[src/rtl/ibuffer_per_warp_pkg.sv]
// Shared types for the per-warp instruction buffer and its scoreboard.
// The register-ID width here is also used by the scoreboard.
package ibuffer_per_warp_pkg;

    localparam int REG_ID_W = 5;

    typedef struct packed {
        logic [REG_ID_W-1:0] src1;
        logic [REG_ID_W-1:0] src2;
        logic [REG_ID_W-1:0] dst;
        logic                src1_valid;
        logic                src2_valid;
        logic                dst_valid;
    } dec_fields_t;

    localparam int DEC_FIELDS_W = $bits(dec_fields_t);

    // Flag bits are meaningless for an empty head, so the scoreboard sees them cleared.
    function automatic dec_fields_t mask_valids(dec_fields_t f, logic head_valid);
        dec_fields_t m;
        m            = f;
        m.src1_valid = f.src1_valid & head_valid;
        m.src2_valid = f.src2_valid & head_valid;
        m.dst_valid  = f.dst_valid  & head_valid;
        return m;
    endfunction

endpackage

[src/rtl/ibuffer_per_warp_if.sv]
// Decode / scoreboard / issue signal bundle around one warp's instruction buffer.
// The slave modport is the buffer; the master modport is its surrounding pipeline.
interface ibuffer_per_warp_if #(
    parameter int INSTR_W = 32
);
    import ibuffer_per_warp_pkg::*;

    logic                valid_ID_IB;
    logic [INSTR_W-1:0]  instr_ID_IB;
    logic [REG_ID_W-1:0] src1_ID_IB;
    logic [REG_ID_W-1:0] src2_ID_IB;
    logic [REG_ID_W-1:0] dst_ID_IB;
    logic                src1_valid_ID_IB;
    logic                src2_valid_ID_IB;
    logic                dst_valid_ID_IB;
    logic                full_IB_ID;
    logic                empty_IB;

    logic [REG_ID_W-1:0] src1_IB_Scb;
    logic [REG_ID_W-1:0] src2_IB_Scb;
    logic [REG_ID_W-1:0] dst_IB_Scb;
    logic                src1_valid_IB_Scb;
    logic                src2_valid_IB_Scb;
    logic                dst_valid_IB_Scb;
    logic                dependent_Scb_IB;
    logic                full_Scb_IB;

    logic                ready_IB_Issue;
    logic                issue_grant;
    logic [INSTR_W-1:0]  instr_IB_OC;
    logic                flush_IB;

    modport slave (
        input  valid_ID_IB, instr_ID_IB, src1_ID_IB, src2_ID_IB, dst_ID_IB,
        input  src1_valid_ID_IB, src2_valid_ID_IB, dst_valid_ID_IB,
        output full_IB_ID, empty_IB,
        output src1_IB_Scb, src2_IB_Scb, dst_IB_Scb,
        output src1_valid_IB_Scb, src2_valid_IB_Scb, dst_valid_IB_Scb,
        input  dependent_Scb_IB, full_Scb_IB,
        output ready_IB_Issue, instr_IB_OC,
        input  issue_grant, flush_IB
    );

    modport master (
        output valid_ID_IB, instr_ID_IB, src1_ID_IB, src2_ID_IB, dst_ID_IB,
        output src1_valid_ID_IB, src2_valid_ID_IB, dst_valid_ID_IB,
        input  full_IB_ID, empty_IB,
        input  src1_IB_Scb, src2_IB_Scb, dst_IB_Scb,
        input  src1_valid_IB_Scb, src2_valid_IB_Scb, dst_valid_IB_Scb,
        output dependent_Scb_IB, full_Scb_IB,
        input  ready_IB_Issue, instr_IB_OC,
        output issue_grant, flush_IB
    );

endinterface

[src/rtl/ibuf_fifo.sv]
// Generic circular FIFO with occupancy count and synchronous flush.
// Read data is a combinational read of the head slot; there is no write-through.
module ibuf_fifo #(
    parameter int DEPTH = 2,
    parameter int WIDTH = 8,
    parameter int PTR_W = $clog2(DEPTH)
) (
    input  logic             clk,
    input  logic             rst,
    input  logic             flush,
    input  logic             push,
    input  logic [WIDTH-1:0] wr_data,
    input  logic             pop,
    output logic [WIDTH-1:0] rd_data,
    output logic             full,
    output logic             empty
);

    logic [WIDTH-1:0] mem [DEPTH];
    logic [PTR_W-1:0] rd_ptr;
    logic [PTR_W-1:0] wr_ptr;
    logic [PTR_W:0]   count;
    logic             push_ok;
    logic             pop_ok;

    assign full    = (count == (PTR_W+1)'(DEPTH));
    assign empty   = (count == '0);
    // Full is judged before any same-cycle pop, so a pop never frees room for a push.
    assign push_ok = push && !full && !flush;
    assign pop_ok  = pop && !empty && !flush;
    assign rd_data = mem[rd_ptr];

    always_ff @(posedge clk or posedge rst) begin
        if (rst) begin
            rd_ptr <= '0;
            wr_ptr <= '0;
            count  <= '0;
        end else if (flush) begin
            rd_ptr <= '0;
            wr_ptr <= '0;
            count  <= '0;
        end else begin
            if (push_ok) wr_ptr <= wr_ptr + 1'b1;
            if (pop_ok)  rd_ptr <= rd_ptr + 1'b1;
            case ({push_ok, pop_ok})
                2'b10:   count <= count + 1'b1;
                2'b01:   count <= count - 1'b1;
                default: count <= count;
            endcase
        end
    end

    always_ff @(posedge clk) begin
        if (push_ok) mem[wr_ptr] <= wr_data;
    end

endmodule

[src/rtl/ibuffer_per_warp.sv]
// Per-warp in-order instruction buffer feeding the scoreboard and issue stage.
// Head fields come straight from storage so the scoreboard hazard path has no loop through grant.
module ibuffer_per_warp
    import ibuffer_per_warp_pkg::*;
#(
    parameter int NUM_ENTRIES     = 2,
    parameter int LOG_NUM_ENTRIES = $clog2(NUM_ENTRIES),
    parameter int INSTR_W         = 32
) (
    input  logic                 clk,
    input  logic                 rst,
    ibuffer_per_warp_if.slave    bus
);

    localparam int ENTRY_W = INSTR_W + DEC_FIELDS_W;

    dec_fields_t        in_fields;
    dec_fields_t        head_fields;
    dec_fields_t        head_masked;
    logic [INSTR_W-1:0] head_instr;
    logic [ENTRY_W-1:0] wr_entry;
    logic [ENTRY_W-1:0] rd_entry;
    logic               full;
    logic               empty;
    logic               ready;
    logic               pop;

    assign in_fields = '{src1:       bus.src1_ID_IB,
                         src2:       bus.src2_ID_IB,
                         dst:        bus.dst_ID_IB,
                         src1_valid: bus.src1_valid_ID_IB,
                         src2_valid: bus.src2_valid_ID_IB,
                         dst_valid:  bus.dst_valid_ID_IB};

    assign wr_entry = {bus.instr_ID_IB, in_fields};

    ibuf_fifo #(
        .DEPTH (NUM_ENTRIES),
        .WIDTH (ENTRY_W),
        .PTR_W (LOG_NUM_ENTRIES)
    ) u_fifo (
        .clk     (clk),
        .rst     (rst),
        .flush   (bus.flush_IB),
        .push    (bus.valid_ID_IB),
        .wr_data (wr_entry),
        .pop     (pop),
        .rd_data (rd_entry),
        .full    (full),
        .empty   (empty)
    );

    assign {head_instr, head_fields} = rd_entry;
    assign head_masked = mask_valids(head_fields, !empty);

    // Flush blocks readiness so a grant in the flush cycle cannot pop a discarded entry.
    assign ready = !empty && !bus.dependent_Scb_IB && !bus.full_Scb_IB && !bus.flush_IB;
    assign pop   = bus.issue_grant && ready;

    assign bus.full_IB_ID        = full;
    assign bus.empty_IB          = empty;
    assign bus.ready_IB_Issue    = ready;
    assign bus.instr_IB_OC       = head_instr;
    assign bus.src1_IB_Scb       = head_fields.src1;
    assign bus.src2_IB_Scb       = head_fields.src2;
    assign bus.dst_IB_Scb        = head_fields.dst;
    assign bus.src1_valid_IB_Scb = head_masked.src1_valid;
    assign bus.src2_valid_IB_Scb = head_masked.src2_valid;
    assign bus.dst_valid_IB_Scb  = head_masked.dst_valid;

`ifdef IBUF_ASSERT_ON
    a_no_push_when_full: assert property (@(posedge clk) disable iff (rst)
        !(bus.valid_ID_IB && full && !bus.flush_IB))
        else $error("push while instruction buffer full");

    a_no_grant_when_not_ready: assert property (@(posedge clk) disable iff (rst)
        !(bus.issue_grant && !ready))
        else $error("issue_grant while head not ready");
`endif

endmodule
[src/flat_wrapper.sv]
// flat-port wrapper written by rule: the top's interface ports become plain ports
module ibuffer_per_warp_flat import ibuffer_per_warp_pkg::*;
#(
    parameter int NUM_ENTRIES     = 2,
    parameter int LOG_NUM_ENTRIES = $clog2(NUM_ENTRIES),
    parameter int INSTR_W         = 32
)
  (clk, rst, bus_valid_ID_IB, bus_instr_ID_IB, bus_src1_ID_IB, bus_src2_ID_IB, bus_dst_ID_IB, bus_src1_valid_ID_IB, bus_src2_valid_ID_IB, bus_dst_valid_ID_IB, bus_full_IB_ID, bus_empty_IB, bus_src1_IB_Scb, bus_src2_IB_Scb, bus_dst_IB_Scb, bus_src1_valid_IB_Scb, bus_src2_valid_IB_Scb, bus_dst_valid_IB_Scb, bus_dependent_Scb_IB, bus_full_Scb_IB, bus_ready_IB_Issue, bus_instr_IB_OC, bus_issue_grant, bus_flush_IB);
  ibuffer_per_warp_if #(.INSTR_W(INSTR_W)) bus_i ();
  input  logic clk;
  input  logic rst;
  input wire logic [$bits(bus_i.valid_ID_IB)-1:0] bus_valid_ID_IB;
  input wire logic [$bits(bus_i.instr_ID_IB)-1:0] bus_instr_ID_IB;
  input wire logic [$bits(bus_i.src1_ID_IB)-1:0] bus_src1_ID_IB;
  input wire logic [$bits(bus_i.src2_ID_IB)-1:0] bus_src2_ID_IB;
  input wire logic [$bits(bus_i.dst_ID_IB)-1:0] bus_dst_ID_IB;
  input wire logic [$bits(bus_i.src1_valid_ID_IB)-1:0] bus_src1_valid_ID_IB;
  input wire logic [$bits(bus_i.src2_valid_ID_IB)-1:0] bus_src2_valid_ID_IB;
  input wire logic [$bits(bus_i.dst_valid_ID_IB)-1:0] bus_dst_valid_ID_IB;
  output wire logic [$bits(bus_i.full_IB_ID)-1:0] bus_full_IB_ID;
  output wire logic [$bits(bus_i.empty_IB)-1:0] bus_empty_IB;
  output wire logic [$bits(bus_i.src1_IB_Scb)-1:0] bus_src1_IB_Scb;
  output wire logic [$bits(bus_i.src2_IB_Scb)-1:0] bus_src2_IB_Scb;
  output wire logic [$bits(bus_i.dst_IB_Scb)-1:0] bus_dst_IB_Scb;
  output wire logic [$bits(bus_i.src1_valid_IB_Scb)-1:0] bus_src1_valid_IB_Scb;
  output wire logic [$bits(bus_i.src2_valid_IB_Scb)-1:0] bus_src2_valid_IB_Scb;
  output wire logic [$bits(bus_i.dst_valid_IB_Scb)-1:0] bus_dst_valid_IB_Scb;
  input wire logic [$bits(bus_i.dependent_Scb_IB)-1:0] bus_dependent_Scb_IB;
  input wire logic [$bits(bus_i.full_Scb_IB)-1:0] bus_full_Scb_IB;
  output wire logic [$bits(bus_i.ready_IB_Issue)-1:0] bus_ready_IB_Issue;
  output wire logic [$bits(bus_i.instr_IB_OC)-1:0] bus_instr_IB_OC;
  input wire logic [$bits(bus_i.issue_grant)-1:0] bus_issue_grant;
  input wire logic [$bits(bus_i.flush_IB)-1:0] bus_flush_IB;
  assign bus_i.valid_ID_IB = bus_valid_ID_IB;
  assign bus_i.instr_ID_IB = bus_instr_ID_IB;
  assign bus_i.src1_ID_IB = bus_src1_ID_IB;
  assign bus_i.src2_ID_IB = bus_src2_ID_IB;
  assign bus_i.dst_ID_IB = bus_dst_ID_IB;
  assign bus_i.src1_valid_ID_IB = bus_src1_valid_ID_IB;
  assign bus_i.src2_valid_ID_IB = bus_src2_valid_ID_IB;
  assign bus_i.dst_valid_ID_IB = bus_dst_valid_ID_IB;
  assign bus_full_IB_ID = bus_i.full_IB_ID;
  assign bus_empty_IB = bus_i.empty_IB;
  assign bus_src1_IB_Scb = bus_i.src1_IB_Scb;
  assign bus_src2_IB_Scb = bus_i.src2_IB_Scb;
  assign bus_dst_IB_Scb = bus_i.dst_IB_Scb;
  assign bus_src1_valid_IB_Scb = bus_i.src1_valid_IB_Scb;
  assign bus_src2_valid_IB_Scb = bus_i.src2_valid_IB_Scb;
  assign bus_dst_valid_IB_Scb = bus_i.dst_valid_IB_Scb;
  assign bus_i.dependent_Scb_IB = bus_dependent_Scb_IB;
  assign bus_i.full_Scb_IB = bus_full_Scb_IB;
  assign bus_ready_IB_Issue = bus_i.ready_IB_Issue;
  assign bus_instr_IB_OC = bus_i.instr_IB_OC;
  assign bus_i.issue_grant = bus_issue_grant;
  assign bus_i.flush_IB = bus_flush_IB;
  ibuffer_per_warp #(.NUM_ENTRIES(NUM_ENTRIES), .LOG_NUM_ENTRIES(LOG_NUM_ENTRIES), .INSTR_W(INSTR_W)) u_core (.clk(clk), .rst(rst), .bus(bus_i));
endmodule
[config.mk]
export PLATFORM = sky130hd
export DESIGN_NAME = ibuffer_per_warp_flat
export DESIGN_NICKNAME = d
export VERILOG_FILES = /design/src/rtl/ibuffer_per_warp_pkg.sv /design/src/rtl/ibuffer_per_warp_if.sv /design/src/rtl/ibuf_fifo.sv /design/src/rtl/ibuffer_per_warp.sv /design/src/flat_wrapper.sv
export SDC_FILE = /design/constraint.sdc
export NUM_CORES = 1
export LEC_CHECK = 0
export BUFFER_PORTS_ARGS = -buffer_cell sky130_fd_sc_hd__buf_2
export CORE_MARGIN = 2
export CORE_UTILIZATION = 55
export DETAILED_ROUTE_END_ITERATION = 7
export HOLD_SLACK_MARGIN = 0.02
export PLACE_DENSITY = 0.84
export SYNTH_ARGS = -nofsm -noshare
export SYNTH_HDL_FRONTEND = slang
export SYNTH_SLANG_ARGS = --single-unit
[constraint.sdc]
create_clock -name clk -period 8.7 [get_ports clk]
set_input_delay 2.61 -clock clk [delete_from_list [all_inputs] [get_ports clk]]
set_output_delay 2.61 -clock clk [all_outputs]
set_load 0.05 [all_outputs]
### Word level (Yosys, flattened, before mapping)

Memory sizes are Yosys's and may differ from the RTL's.
Cells that the tools add are included.

* bits in registers: 4
* latch bits: 0
* memory bits (writable): 100
* ROM bits: 0
* output and inout port bits: 53
* word-level logic and storage cells: 39
* memories: 1

* add/subtract/negate cells: 4
* multiply operators: 0
* divide/modulo/power cells: 0
* $lt $le $gt $ge: 0
* equality and inequality tests: 3
* shift-type cells: 0
* muxes and demuxes: 8
* bitwise operators: 3
* reductions and logical operators: 17

Memory list
* u_core.u_fifo.mem: words 2, bits a word 50, rd ports 1, clocked after memory_dff 0, wr ports 1, line ibuf_fifo.sv:19 `logic [WIDTH-1:0] mem [DEPTH];`

Operators by type and width (count)
* logical AND 1 bit: 8
* two-way mux 1 bit: 6
* logical NOT 1 bit: 5
* == test 2 bit (second input constant): 2
* one-hot mux 2 bit (2 select lines): 1
* nonzero test 2 bit: 2
* bitwise AND 1 bit: 3
* nonzero test 3 bit: 1
* adder 1 bit (second input constant): 2
* adder 2 x 1 -> 2 bit (second input constant): 1
* == test 2 x 1 -> 1 bit (second input constant): 1
* logical NOT 2 bit: 1
* two-way mux 2 bit: 1
* subtractor 2 x 1 -> 2 bit (second input constant): 1

### Depth between registers and ports, before layout

Gate-level depths: netlist of run 1.

* depth in word-level cells: 11
* depth in mapped cells: 4
* mapped depth without buffers: 3

### Cells and area by module

A second synthesis of run 1 with hierarchy kept.

* cell total of the unflattened synthesis: 188
* area total of the unflattened synthesis: 3876.2 um2

By module, submodules not included
* ibuf_fifo: instances 1, cells an instance 183, area an instance 3831.2 um2
* ibuffer_per_warp: instances 1, cells an instance 5, area an instance 45.0 um2

### Worst setup path before layout of run 1

OpenSTA, ideal clock, no wires.

* path kind: in2reg
* start point: in bus_valid_ID_IB
* end point: mem u_core.u_fifo.mem[1][0] (netlist name), enable pin
* arrival time: 6347 ps
* required time: 8169 ps
* slack: 1822 ps
* stages: 2
* buffers on the path: 0
* path through: nand2b_1 nor3b_1

* longest elaborated chain between the ends: 4

Ends and longest elaborated chain
* from (decl): line flat_wrapper.sv:12 `input wire logic [$bits(bus_i.valid_ID_IB)-1:0] bus_valid_ID_IB;`
* logical AND 1 bit (2 in series): line ibuf_fifo.sv:29 `assign push_ok = push && !full && !flush;`
* two-way mux 1 bit: line ibuf_fifo.sv:54 `if (push_ok) mem[wr_ptr] <= wr_data;`
* two-way mux 1 bit (implied by the code): line ibuf_fifo.sv:54
* to (decl): line ibuf_fifo.sv:19

No other way between the ends.

### Worst setup path in the final report of run 1

* start point: in bus_flush_IB
* end point: out bus_ready_IB_Issue

* longest elaborated chain between the ends: 2

Ends and longest elaborated chain
* from (decl): line flat_wrapper.sv:33 `input wire logic [$bits(bus_i.flush_IB)-1:0] bus_flush_IB;`
* logical NOT 1 bit: line ibuffer_per_warp.sv:57 `assign ready = !empty && !bus.dependent_Scb_IB && !bus.full_Scb_IB && !bus.flush_IB;`
* logical AND 1 bit: line ibuffer_per_warp.sv:57
* to (decl): line flat_wrapper.sv:30 `output wire logic [$bits(bus_i.ready_IB_Issue)-1:0] bus_ready_IB_Issue;`

No other way between the ends.

==> impl_metrics.csv, run 1 <==
group,metric,value,unit
power,power.internal,0.000711,W
global_routing,number_of_global_route_vias_before_repair,2097,
global_routing,grt_pass1_wl,9.79,mm
routing,post_drt_via_cell_ratio,5.10,
cts,cts-buffers-inserted,9,
sta,max-slew-margin-rel,54.2,%
synth,post_synth_main_area_contributors,"sky130_fd_sc_hd__edfxtp_1 (78%), sky130_fd_sc_hd__mux2_2 (14%), sky130_fd_sc_hd__dfrtp_1 (2.6%), sky130_fd_sc_hd__mux2i_1 (0.78%), sky130_fd_sc_hd__buf_2 (0.65%)",
die,starting_utilization_of_the_core_area,56.6,%
critical_path,critical_path_end,"bus_ready_IB_Issue",
placement,portBuffers,109,
routing,totalWireLength,6.41,mm
synth,syn_nets,244,
cts,tritoncts_clock_tree,"done",
sta,fmaxAchievable,0.167,GHz
synth,syn_inst,187,
die,ios,110,
critical_path,critical_path_rt,6090,ps
power,power.leakage,1.74,nW
placement,hpwl,4.15,mm
sta,final.setup_skew,12.6,ps
routing,drt-wirelength-per-cell,15.8,um
sta,finalMaxSlewViolations,0,
synth,yosysWarnings,0,
cts,path_clk_slew,90,ps
routing,drt_iter0_drc,96,
synth,yosysUniqueCellTypes,22,
cts,cts.htree.levels,3,
critical_path,critical_path.startpoint,"bus_flush_IB",
critical_path,startpoint_type,"input port",
synth,synth_largest_area_cell,"sky130_fd_sc_hd__edfxtp_1",
power,powerDensity,205,mW/mm^2
cts,post_cts.resized_instances,0,
synth,synthMostInstantiatedCell,"sky130_fd_sc_hd__edfxtp_1",
synth,synth.yosys.seq_area_share,80.8,%
sta,rsz0062_at_grt,"false",
power,ir_drop,0.135,mV
min_path,hold_path_class,"reg -> reg",
routing,detailedRoute.firstPassIterationCount,4,
critical_path,crit-reg2reg-capture,"u_core.u_fifo.mem[1][3]$_DFFE_PP_",
sta,tightest_slew,687,ps
run,max_cap_viol_count,0,
layout,area.growth.synth_to_final,22.1,%
sta,shortest_period_the_worst_path_allows,6000,ps
critical_path,critPathCaptureType,"output pin",
power,p_seq_share,59.9,%
critical_path,worst-r2r-setup-slack,6790,ps
die,die_h,87.6,um
critical_path,critPathMostFrequentCell,"sky130_fd_sc_hd__buf_2",
sta,hold_violations,0,
global_routing,antenna_found_initial,1,
status,run_status,"finished clean",
power,p_clk_share,27.8,%
synth,synth-edff-count,100,
cts,clock-sinks,104,
synth,ys_top_cells_by_count,"sky130_fd_sc_hd__edfxtp_1 (100), sky130_fd_sc_hd__mux2_2 (47), sky130_fd_sc_hd__buf_2 (5)",
synth,post_synth.cell_area_avg,20.5,um^2
critical_path,timing.rr.start,"u_core.u_fifo.count[1]$_DFFE_PP0P_",
synth,netlist_area_before_placement,0.00384,mm^2
global_routing,grtUsageTotal,17.5,%
sta,min_period_over_period,68.9,%
power,power.switching_fraction,26.0,%
sta,timing.final.setup_violations,0,
placement,pre_cts_slack,2700,ps
cts,max-clock-path-buffers,2,
synth,postSynth.topFlopCell,"sky130_fd_sc_hd__edfxtp_1",
layout,fillerInstances,465,
die,site_row_count,30,
critical_path,crit_path_max_fanout,7,
critical_path,ff2ff_path_depth,4,
synth,yosys.area.top_type_share,78.2,%
layout,proportion_of_layout_cells_with_a_drive_suffix_above_1,57.6,%
sta,setup_ws,2700,ps
die,chipWidth,87.6,um
routing,antenna_violating_nets_post_route,0,
critical_path,crit_path_cell_trace,"buf_2 > nor4_1 > buf_2",
die,fp.coreArea,0.00679,mm^2
sta,finalSetupTns,0,ps
layout,fin_nets,361,
global_routing,grt_max_degree,51,
synth,ys_ff_latch,104,
power,netSwitchingPower,0.000250,W
critical_path,timing.setup.critical_path_class,"in -> out",
critical_path,crit_path_top_delay_cell,"sky130_fd_sc_hd__buf_2",
synth,synthArstFlopShare,3.85,%
cts,post_cts.repair.setup_buffers,0,
cts,ctsHoldBuffers,0,
critical_path,critPathMaxStageDelay,320,ps
global_routing,grt_overflow_total,0,
routing,route.detailed.drc,0,
critical_path,crit_arrival,3390,ps
min_path,hold_depth,2,
die,die_area,0.00767,mm^2
routing,via_count,2072,
power,comb_power_share,12.3,%
cts,worst_skew_pair_later_pin_latency,360,ps
placement,gp_routability_congestion,0.754,
cts,ctsRootBufferMaster,"sky130_fd_sc_hd__clkbuf_8",
cell families (layout without fill, tap and decap cells):
logic type / after synthesis / after routing / share of synthesized area [%]
flops: 104 / 104 / 80.8
mux: 50 / 50 / 14.6
simple gates: 16 / 16 / 2.47
compound gates: 9 / 9 / 1.27
buf+inv: 8 / 130 / 0.944
other cells: 0 / 1 / 0
per-stage QoR:
| stage | utilization (%) | cell area, um^2 | total power (W) | instances | hold WS, ps |
|---|---|---|---|---|---|
| global route | 69.0 | 4690 | 0.000999 | 405 | 632 |
| finish | 69.1 | 4690 | 0.000961 | 406 | 609 |
| floorplan | - | 3840 | 0.000671 | 187 | 530 |
| global placement | 66.4 | 4510 | 0.000702 | 389 | 571 |
| detailed placement | 66.4 | 4510 | 0.000706 | 389 | 603 |
| CTS | 69.0 | 4690 | 0.000971 | 405 | 616 |
power groups by stage:
stage	clock (W)	combinational, W	sequential, W
after detailed placement	0	0.000119	0.000588
after global placement	0	0.000116	0.000586
after CTS	0.000276	0.000119	0.000576
final	0.000267	0.000118	0.000576
after floorplan	0	0.0000842	0.000586
after global routing	0.000296	0.000125	0.000578
cell type report:
type	instances	area, um^2	area share [%]
clock buffer	9	124	2.64
timing repair buffer	112	568	12.1
inverter	2	7.51	0.160
tap	96	120	2.56
antenna	1	2.50	0.0533
sequential	104	3100	66.2
multi-input combinational	75	713	15.2
clock inverter	7	52.6	1.12
cells in the final DEF (no fill, tap or decap), types with 2 or more instances in the layout:
cell,netlist,final
sky130_fd_sc_hd__dfrtp_1,4,3
sky130_fd_sc_hd__inv_6,0,4
sky130_fd_sc_hd__mux2i_1,3,3
sky130_fd_sc_hd__buf_2,5,109
sky130_fd_sc_hd__o21ai_0,4,4
sky130_fd_sc_hd__a21oi_1,3,3
sky130_fd_sc_hd__or3_1,2,2
sky130_fd_sc_hd__nor2_1,4,4
sky130_fd_sc_hd__buf_4,0,3
sky130_fd_sc_hd__inv_1,2,2
sky130_fd_sc_hd__edfxtp_1,100,100
sky130_fd_sc_hd__mux2_2,47,47
sky130_fd_sc_hd__clkbuf_8,0,9
worst min path at each step:
stage / slack, ps / start / end
after floorplan: 530 / u_core.u_fifo.wr_ptr$_DFFE_PP0P_ / u_core.u_fifo.wr_ptr$_DFFE_PP0P_
after global placement: 570 / u_core.u_fifo.wr_ptr$_DFFE_PP0P_ / u_core.u_fifo.wr_ptr$_DFFE_PP0P_
after detailed placement: 600 / u_core.u_fifo.count[1]$_DFFE_PP0P_ / u_core.u_fifo.count[1]$_DFFE_PP0P_
after CTS: 620 / u_core.u_fifo.count[1]$_DFFE_PP0P_ / u_core.u_fifo.count[1]$_DFFE_PP0P_
after global routing: 630 / u_core.u_fifo.wr_ptr$_DFFE_PP0P_ / u_core.u_fifo.wr_ptr$_DFFE_PP0P_
final: 610 / u_core.u_fifo.wr_ptr$_DFFE_PP0P_ / u_core.u_fifo.wr_ptr$_DFFE_PP0P_
registers in the layout, indices dropped and copies added, names as in the netlist:
register	cells
u_core.u_fifo.wr_ptr	1
u_core.u_fifo.mem	100
u_core.u_fifo.rd_ptr	1
u_core.u_fifo.count	2
critical path, delay by kind of cell:
family | cells | cell delay (ps)
buffers and inverters | 2 | 470
and+or+nand+nor | 1 | 310
layer usage:
metal,track usage [%],vias to the layer above,wire length [um]
li1,-,974,-
met1,21.2,1000,2580
met2,28.9,86,3240
met3,5.56,12,463
met4,8.11,0,127
met5,0,-,0
No activity file was read; power rests on OpenSTA's default activity.
==> run 2, diff against run 1 <==
--- a/config.mk
+++ b/config.mk
@@ -7,10 +7,10 @@
 export LEC_CHECK = 0
 export BUFFER_PORTS_ARGS = -buffer_cell sky130_fd_sc_hd__buf_2
 export CORE_MARGIN = 2
-export CORE_UTILIZATION = 55
+export CORE_UTILIZATION = 46
 export DETAILED_ROUTE_END_ITERATION = 7
 export HOLD_SLACK_MARGIN = 0.02
-export PLACE_DENSITY = 0.84
+export PLACE_DENSITY = 0.75
 export SYNTH_ARGS = -nofsm -noshare
 export SYNTH_HDL_FRONTEND = slang
 export SYNTH_SLANG_ARGS = --single-unit
==> constraint.sdc (replaced) <==
create_clock -name clk -period 5.4 [get_ports clk]
set_input_delay 1.62 -clock clk [delete_from_list [all_inputs] [get_ports clk]]
set_output_delay 1.62 -clock clk [all_outputs]
set_load 0.05 [all_outputs]
==> run 2 against run 1 <==
Against the previous run:
- via count down 1.4%
- count of clock-buffer cells in the layout stayed put
- register-to-register slack got worse by 3400 ps
- critical path type unchanged
- clock skew rose by 0.57 ps
- worst setup slack got worse by 1300 ps
- sequential power up 61%
- design area hardly changed
- highest routed layer unchanged
==> impl_metrics.csv, run 2 (same netlist as run 1, synthesis figures left out) <==
group,metric,value,unit
cts,cts-buffers-inserted,9,
sta,max-slew-margin-rel,54.3,%
sta,min_period_over_period,74.0,%
layout,proportion_of_layout_cells_with_a_drive_suffix_above_1,57.3,%
run,max_cap_viol_count,0,
routing,drt_iter0_drc,84,
layout,fin_nets,361,
sta,finalMaxSlewViolations,0,
die,die_h,95.4,um
sta,tightest_slew,685,ps
critical_path,timing.setup.critical_path_class,"in -> out",
critical_path,startpoint_type,"input port",
layout,most_common_cell_after_layout_fill_and_taps_aside,"sky130_fd_sc_hd__buf_2",
sta,shortest_period_the_worst_path_allows,4000,ps
routing,drt-wirelength-per-cell,15.8,um
die,chipWidth,95.4,um
placement,gp_routability_congestion,0.687,
routing,route.detailed.drc,0,
routing,totalWireLength,6.50,mm
cts,tritoncts_clock_tree,"done",
cts,clock-sinks,104,
routing,post_drt_via_cell_ratio,4.96,
sta,final.hold.worst_slack,619,ps
global_routing,grt_pass1_wl,9.48,mm
cts,cts.htree.levels,3,
routing,detailedRoute.firstPassIterationCount,4,
placement,hpwl,4.20,mm
layout,largest_register,"u_core.u_fifo.mem",
critical_path,crit_path_max_fanout,7,
sta,fmaxAchievable,0.250,GHz
die,site_row_count,33,
cts,ctsHoldBuffers,0,
routing,antenna_violating_nets_post_route,0,
global_routing,grt_use_met1,16.9,%
cts,post_cts.resized_instances,0,
die,die_area,0.00910,mm^2
layout,area.growth.synth_to_final,22.2,%
layout,finish.utilization,57.4,%
status,run_status,"finished clean",
global_routing,antenna_found_initial,0,
min_path,hold_path_class,"reg -> reg",
critical_path,critical_path_rt,3780,ps
global_routing,grt_overflow_total,0,
placement,portBuffers,109,
layout,largest_register_ffs,100,
global_routing,top_usage_layer,"met2",
layout,final_cell_mix,"sky130_fd_sc_hd__buf_2 (109), sky130_fd_sc_hd__edfxtp_1 (100), sky130_fd_sc_hd__mux2_2 (47)",
sta,finalSetupTns,0,ps
layout,reg_top3,"u_core.u_fifo.mem (100), u_core.u_fifo.count (2)",
routing,via_count,2044,
sta,hold_violations,0,
power,powerDensity,325,mW/mm^2
die,ios,110,
sta,final.setup_skew,13.2,ps
power,power.leakage,1.73,nW
cts,ctsRootBufferMaster,"sky130_fd_sc_hd__clkbuf_8",
critical_path,critPathCaptureType,"output pin",
global_routing,grt_max_degree,51,
power,ir_drop,0.205,mV
critical_path,crit_arrival,2380,ps
cts,worst_skew_pair_later_pin_latency,350,ps
global_routing,grtUsageTotal,14.3,%
die,fp.coreArea,0.00818,mm^2
power,design_power_total,0.00152,W
global_routing,gr-usage-met3,6.48,%
sta,timing.final.setup_violations,0,
sta,rsz0062_at_grt,"false",
layout,antenna_cells_inserted,0,
global_routing,globalRouteMet2Util,23.8,%
die,starting_utilization_of_the_core_area,47.0,%
cts,post_cts.repair.setup_buffers,0,
cts,path_clk_slew,80,ps
global_routing,number_of_global_route_vias_before_repair,2030,
cts,max-clock-path-buffers,2,
## run 2: critical path, stage by stage
cell and delay (ps):
sky130_fd_sc_hd__buf_2 160, sky130_fd_sc_hd__nor4_1 280, sky130_fd_sc_hd__buf_2 310
## run 2: worst paths after layout
| check | endpoint | slack (ps) | from | cells after the start |
|---|---|---|---|---|
| worst max-delay path | bus_ready_IB_Issue | 1400 | bus_flush_IB | 3 |
| worst min-delay path | u_core.u_fifo.count[1]$_DFFE_PP0P_ | 620 | u_core.u_fifo.count[1]$_DFFE_PP0P_ | 2 |
| worst max register to register | u_core.u_fifo.mem[1][34]$_DFFE_PP_ | 3430 | u_core.u_fifo.count[1]$_DFFE_PP0P_ | 4 |
| worst min register to register | u_core.u_fifo.count[1]$_DFFE_PP0P_ | 620 | u_core.u_fifo.count[1]$_DFFE_PP0P_ | 2 |
| max in group asynchronous | u_core.u_fifo.rd_ptr$_DFFE_PP0P_ | 4070 | rst | 2 |
| min in group asynchronous | u_core.u_fifo.rd_ptr$_DFFE_PP0P_ | 1150 | rst | 2 |
## run 2: final cells by class
class	instances	area, um^2
Fill cell	675	3480
Sequential cell	104	3100
Multi-Input combinational cell	75	726
Timing Repair Buffer	112	568
Tap cell	105	131
Clock buffer	9	124
Clock inverter	5	33.8
Inverter	2	7.51
## run 2: metrics by stage
step           cell area [um^2]  cells  setup WS (ps)
6_report                   4690    412           1400
5_1_grt                    4690    412           1340
4_1_cts                    4690    412           1410
3_5_place_dp               4540    398           1410
3_3_place_gp               4540    398           1420
2_1_floorplan              3850    187            605
## run 2: metal layers
metal / share of wire, % / routed length [um]
met2: 49 / 3210
met4: 0.74 / 48
met3: 8.6 / 560
met1: 41 / 2680
met5: 0 / 0
## run 2: where the power goes
group	switching (W)	internal, W	total [W]	leakage [nW]
sequential	0.00000985	0.000918	0.000928	0.969
combinational	0.000136	0.0000549	0.000190	0.685
clock	0.000244	0.000163	0.000406	0.0790
total	0.000389	0.00114	0.00152	1.73
==> run 3, diff against run 2 <==
==> constraint.sdc (replaced) <==
create_clock -name clk -period 3.56 [get_ports clk]
set_input_delay 1.068 -clock clk [delete_from_list [all_inputs] [get_ports clk]]
set_output_delay 1.068 -clock clk [all_outputs]
set_load 0.05 [all_outputs]
==> run 3 against run 2 <==
Against the previous run:
- sequential share of layout area fell by 0.85 points
- non-clock buffer count unchanged
- flip-flop and latch count unchanged
- sequential power is 52% higher
- wire length is 1.1% lower
- register-to-register slack worse by 1900 ps
- clock power increased by 79%
- first-iteration DRC count rose by 19%
- worst hold slack lost 41 ps
- design area up 1.3%
- critical path depth unchanged
- largest power group unchanged
==> impl_metrics.csv, run 3 (same netlist as run 1, synthesis figures left out) <==
group,metric,value,unit
status,run_status,"finished clean",
global_routing,antenna_found_initial,0,
cts,clock-sinks,104,
run,max_cap_viol_count,0,
routing,totalWireLength,6.43,mm
sta,tightest_slew,674,ps
die,fp.coreArea,0.00818,mm^2
critical_path,critical_path_rt,2490,ps
sta,shortest_period_the_worst_path_allows,2990,ps
die,ios,110,
sta,min_period_over_period,84.1,%
cts,ctsHoldBuffers,0,
routing,via_count,2039,
placement,gp_routability_congestion,0.680,
placement,placed_cells_incl_taps,398,
routing,drt-wirelength-per-cell,15.5,um
cts,post_cts.resized_instances,0,
die,chipWidth,95.4,um
critical_path,critPathCaptureType,"output pin",
die,die_h,95.4,um
global_routing,grt_pass1_wl,9.60,mm
layout,reg_top3,"u_core.u_fifo.mem (100), u_core.u_fifo.count (2)",
global_routing,number_of_global_route_vias_before_repair,2062,
sta,hold_violations,0,
sta,timing.final.setup_violations,0,
cts,max-clock-path-buffers,2,
layout,proportion_of_layout_cells_with_a_drive_suffix_above_1,57.9,%
sta,max-slew-margin-rel,55.1,%
routing,route.detailed.drc,0,
power,power.leakage,1.76,nW
global_routing,grtUsageTotal,14.3,%
cts,cts.htree.levels,3,
sta,rsz0062_at_grt,"false",
global_routing,grt_overflow_total,0,
cts,tritoncts_clock_tree,"done",
sta,finalSetupTns,0,ps
die,site_row_count,33,
layout,layoutNonFillerInstCount,414,
layout,final_cell_mix,"sky130_fd_sc_hd__buf_2 (109), sky130_fd_sc_hd__edfxtp_1 (100), sky130_fd_sc_hd__mux2_2 (47)",
min_path,hold_path_class,"in -> async",
cts,path_clk_slew,100,ps
layout,largest_register_ffs,100,
critical_path,crit_arrival,1920,ps
routing,drt_iter0_drc,100,
layout,antenna_cells_inserted,0,
routing,post_drt_via_cell_ratio,4.93,
power,ir_drop,0.367,mV
die,starting_utilization_of_the_core_area,47.0,%
power,powerDensity,510,mW/mm^2
routing,antenna_violating_nets_post_route,0,
sta,final.setup_skew,13.9,ps
cts,ctsRootBufferMaster,"sky130_fd_sc_hd__clkbuf_8",
placement,portBuffers,109,
global_routing,grt_max_degree,51,
layout,most_common_cell_after_layout_fill_and_taps_aside,"sky130_fd_sc_hd__buf_2",
sta,fmaxAchievable,0.334,GHz
layout,area.growth.synth_to_final,23.8,%
layout,fin_nets,361,
cts,cts-buffers-inserted,9,
placement,hpwl,4.08,mm
critical_path,startpoint_type,"flip-flop",
die,die_area,0.00910,mm^2
layout,largest_register,"u_core.u_fifo.mem",
routing,detailedRoute.firstPassIterationCount,4,
sta,finalMaxSlewViolations,0,
cts,worst_skew_pair_later_pin_latency,350,ps
critical_path,timing.setup.critical_path_class,"reg -> out",
cts,post_cts.repair.setup_buffers,0,
critical_path,crit_path_max_fanout,33,
==> run 3: metrics by stage <==
stage | instance area (um^2) | total power [W] | setup WS (ps) | util (%) | hold WS, ps
2_1_floorplan | 3870 | 0.00164 | 456 | - | 549
3_3_place_gp | 4560 | 0.00172 | 704 | 55.7 | 575
3_5_place_dp | 4560 | 0.00173 | 689 | 55.7 | 592
4_1_cts | 4760 | 0.00246 | 494 | 58.2 | 563
5_1_grt | 4760 | 0.00252 | 434 | 58.2 | 557
6_report | 4760 | 0.00243 | 568 | 58.2 | 577
==> run 3: worst paths after layout <==
path                                                     from                            endpoint  slack, ps  cells past startpoint
setup reg to reg           u_core.u_fifo.count[1]$_DFFE_PP0P_  u_core.u_fifo.mem[1][13]$_DFFE_PP_       1560                      4
max in group asynchronous                                 rst    u_core.u_fifo.rd_ptr$_DFFE_PP0P_       2810                      2
hold / removal                                            rst  u_core.u_fifo.count[1]$_DFFE_PP0P_        580                      2
hold reg to reg            u_core.u_fifo.count[1]$_DFFE_PP0P_  u_core.u_fifo.count[1]$_DFFE_PP0P_        610                      2
setup / recovery             u_core.u_fifo.rd_ptr$_DFFE_PP0P_                  bus_src1_IB_Scb[0]        570                      3
min in group clk           u_core.u_fifo.count[1]$_DFFE_PP0P_  u_core.u_fifo.count[1]$_DFFE_PP0P_        610                      2
==> run 3: final cells by class <==
| class | instances | area (um^2) |
|---|---|---|
| clock buffer | 10 | 128 |
| clock inverter | 6 | 72.6 |
| fill | 657 | 3420 |
| inverter | 2 | 7.51 |
| multi-input combinational | 75 | 732 |
| sequential | 104 | 3100 |
| tap | 105 | 131 |
| timing repair buffer | 112 | 581 |
==> run 3: routing by layer <==
metal / track usage, % / up-vias / part of all wire [%] / wire [um]
met5: 0 / - / 0 / 0
met2: 24.8 / 78 / 52 / 3320
met1: 15.0 / 992 / 38 / 2450
met4: 4.29 / 0 / 0 / 0
li1: - / 969 / - / -
met3: 7.83 / 0 / 10 / 664
==> run 3: report_power, final <==
part	leakage (nW)	switching, W	internal [W]	total (W)
combinational	0.688	0.000207	0.0000843	0.000291
sequential	0.969	0.0000142	0.00139	0.00141
clock	0.0983	0.000392	0.000336	0.000728
==> run 3: worst max-delay path: stages (launching register included) <==
cell and delay (ps):
sky130_fd_sc_hd__dfrtp_2 700, sky130_fd_sc_hd__buf_12 280, sky130_fd_sc_hd__mux2_2 360, sky130_fd_sc_hd__buf_2 210
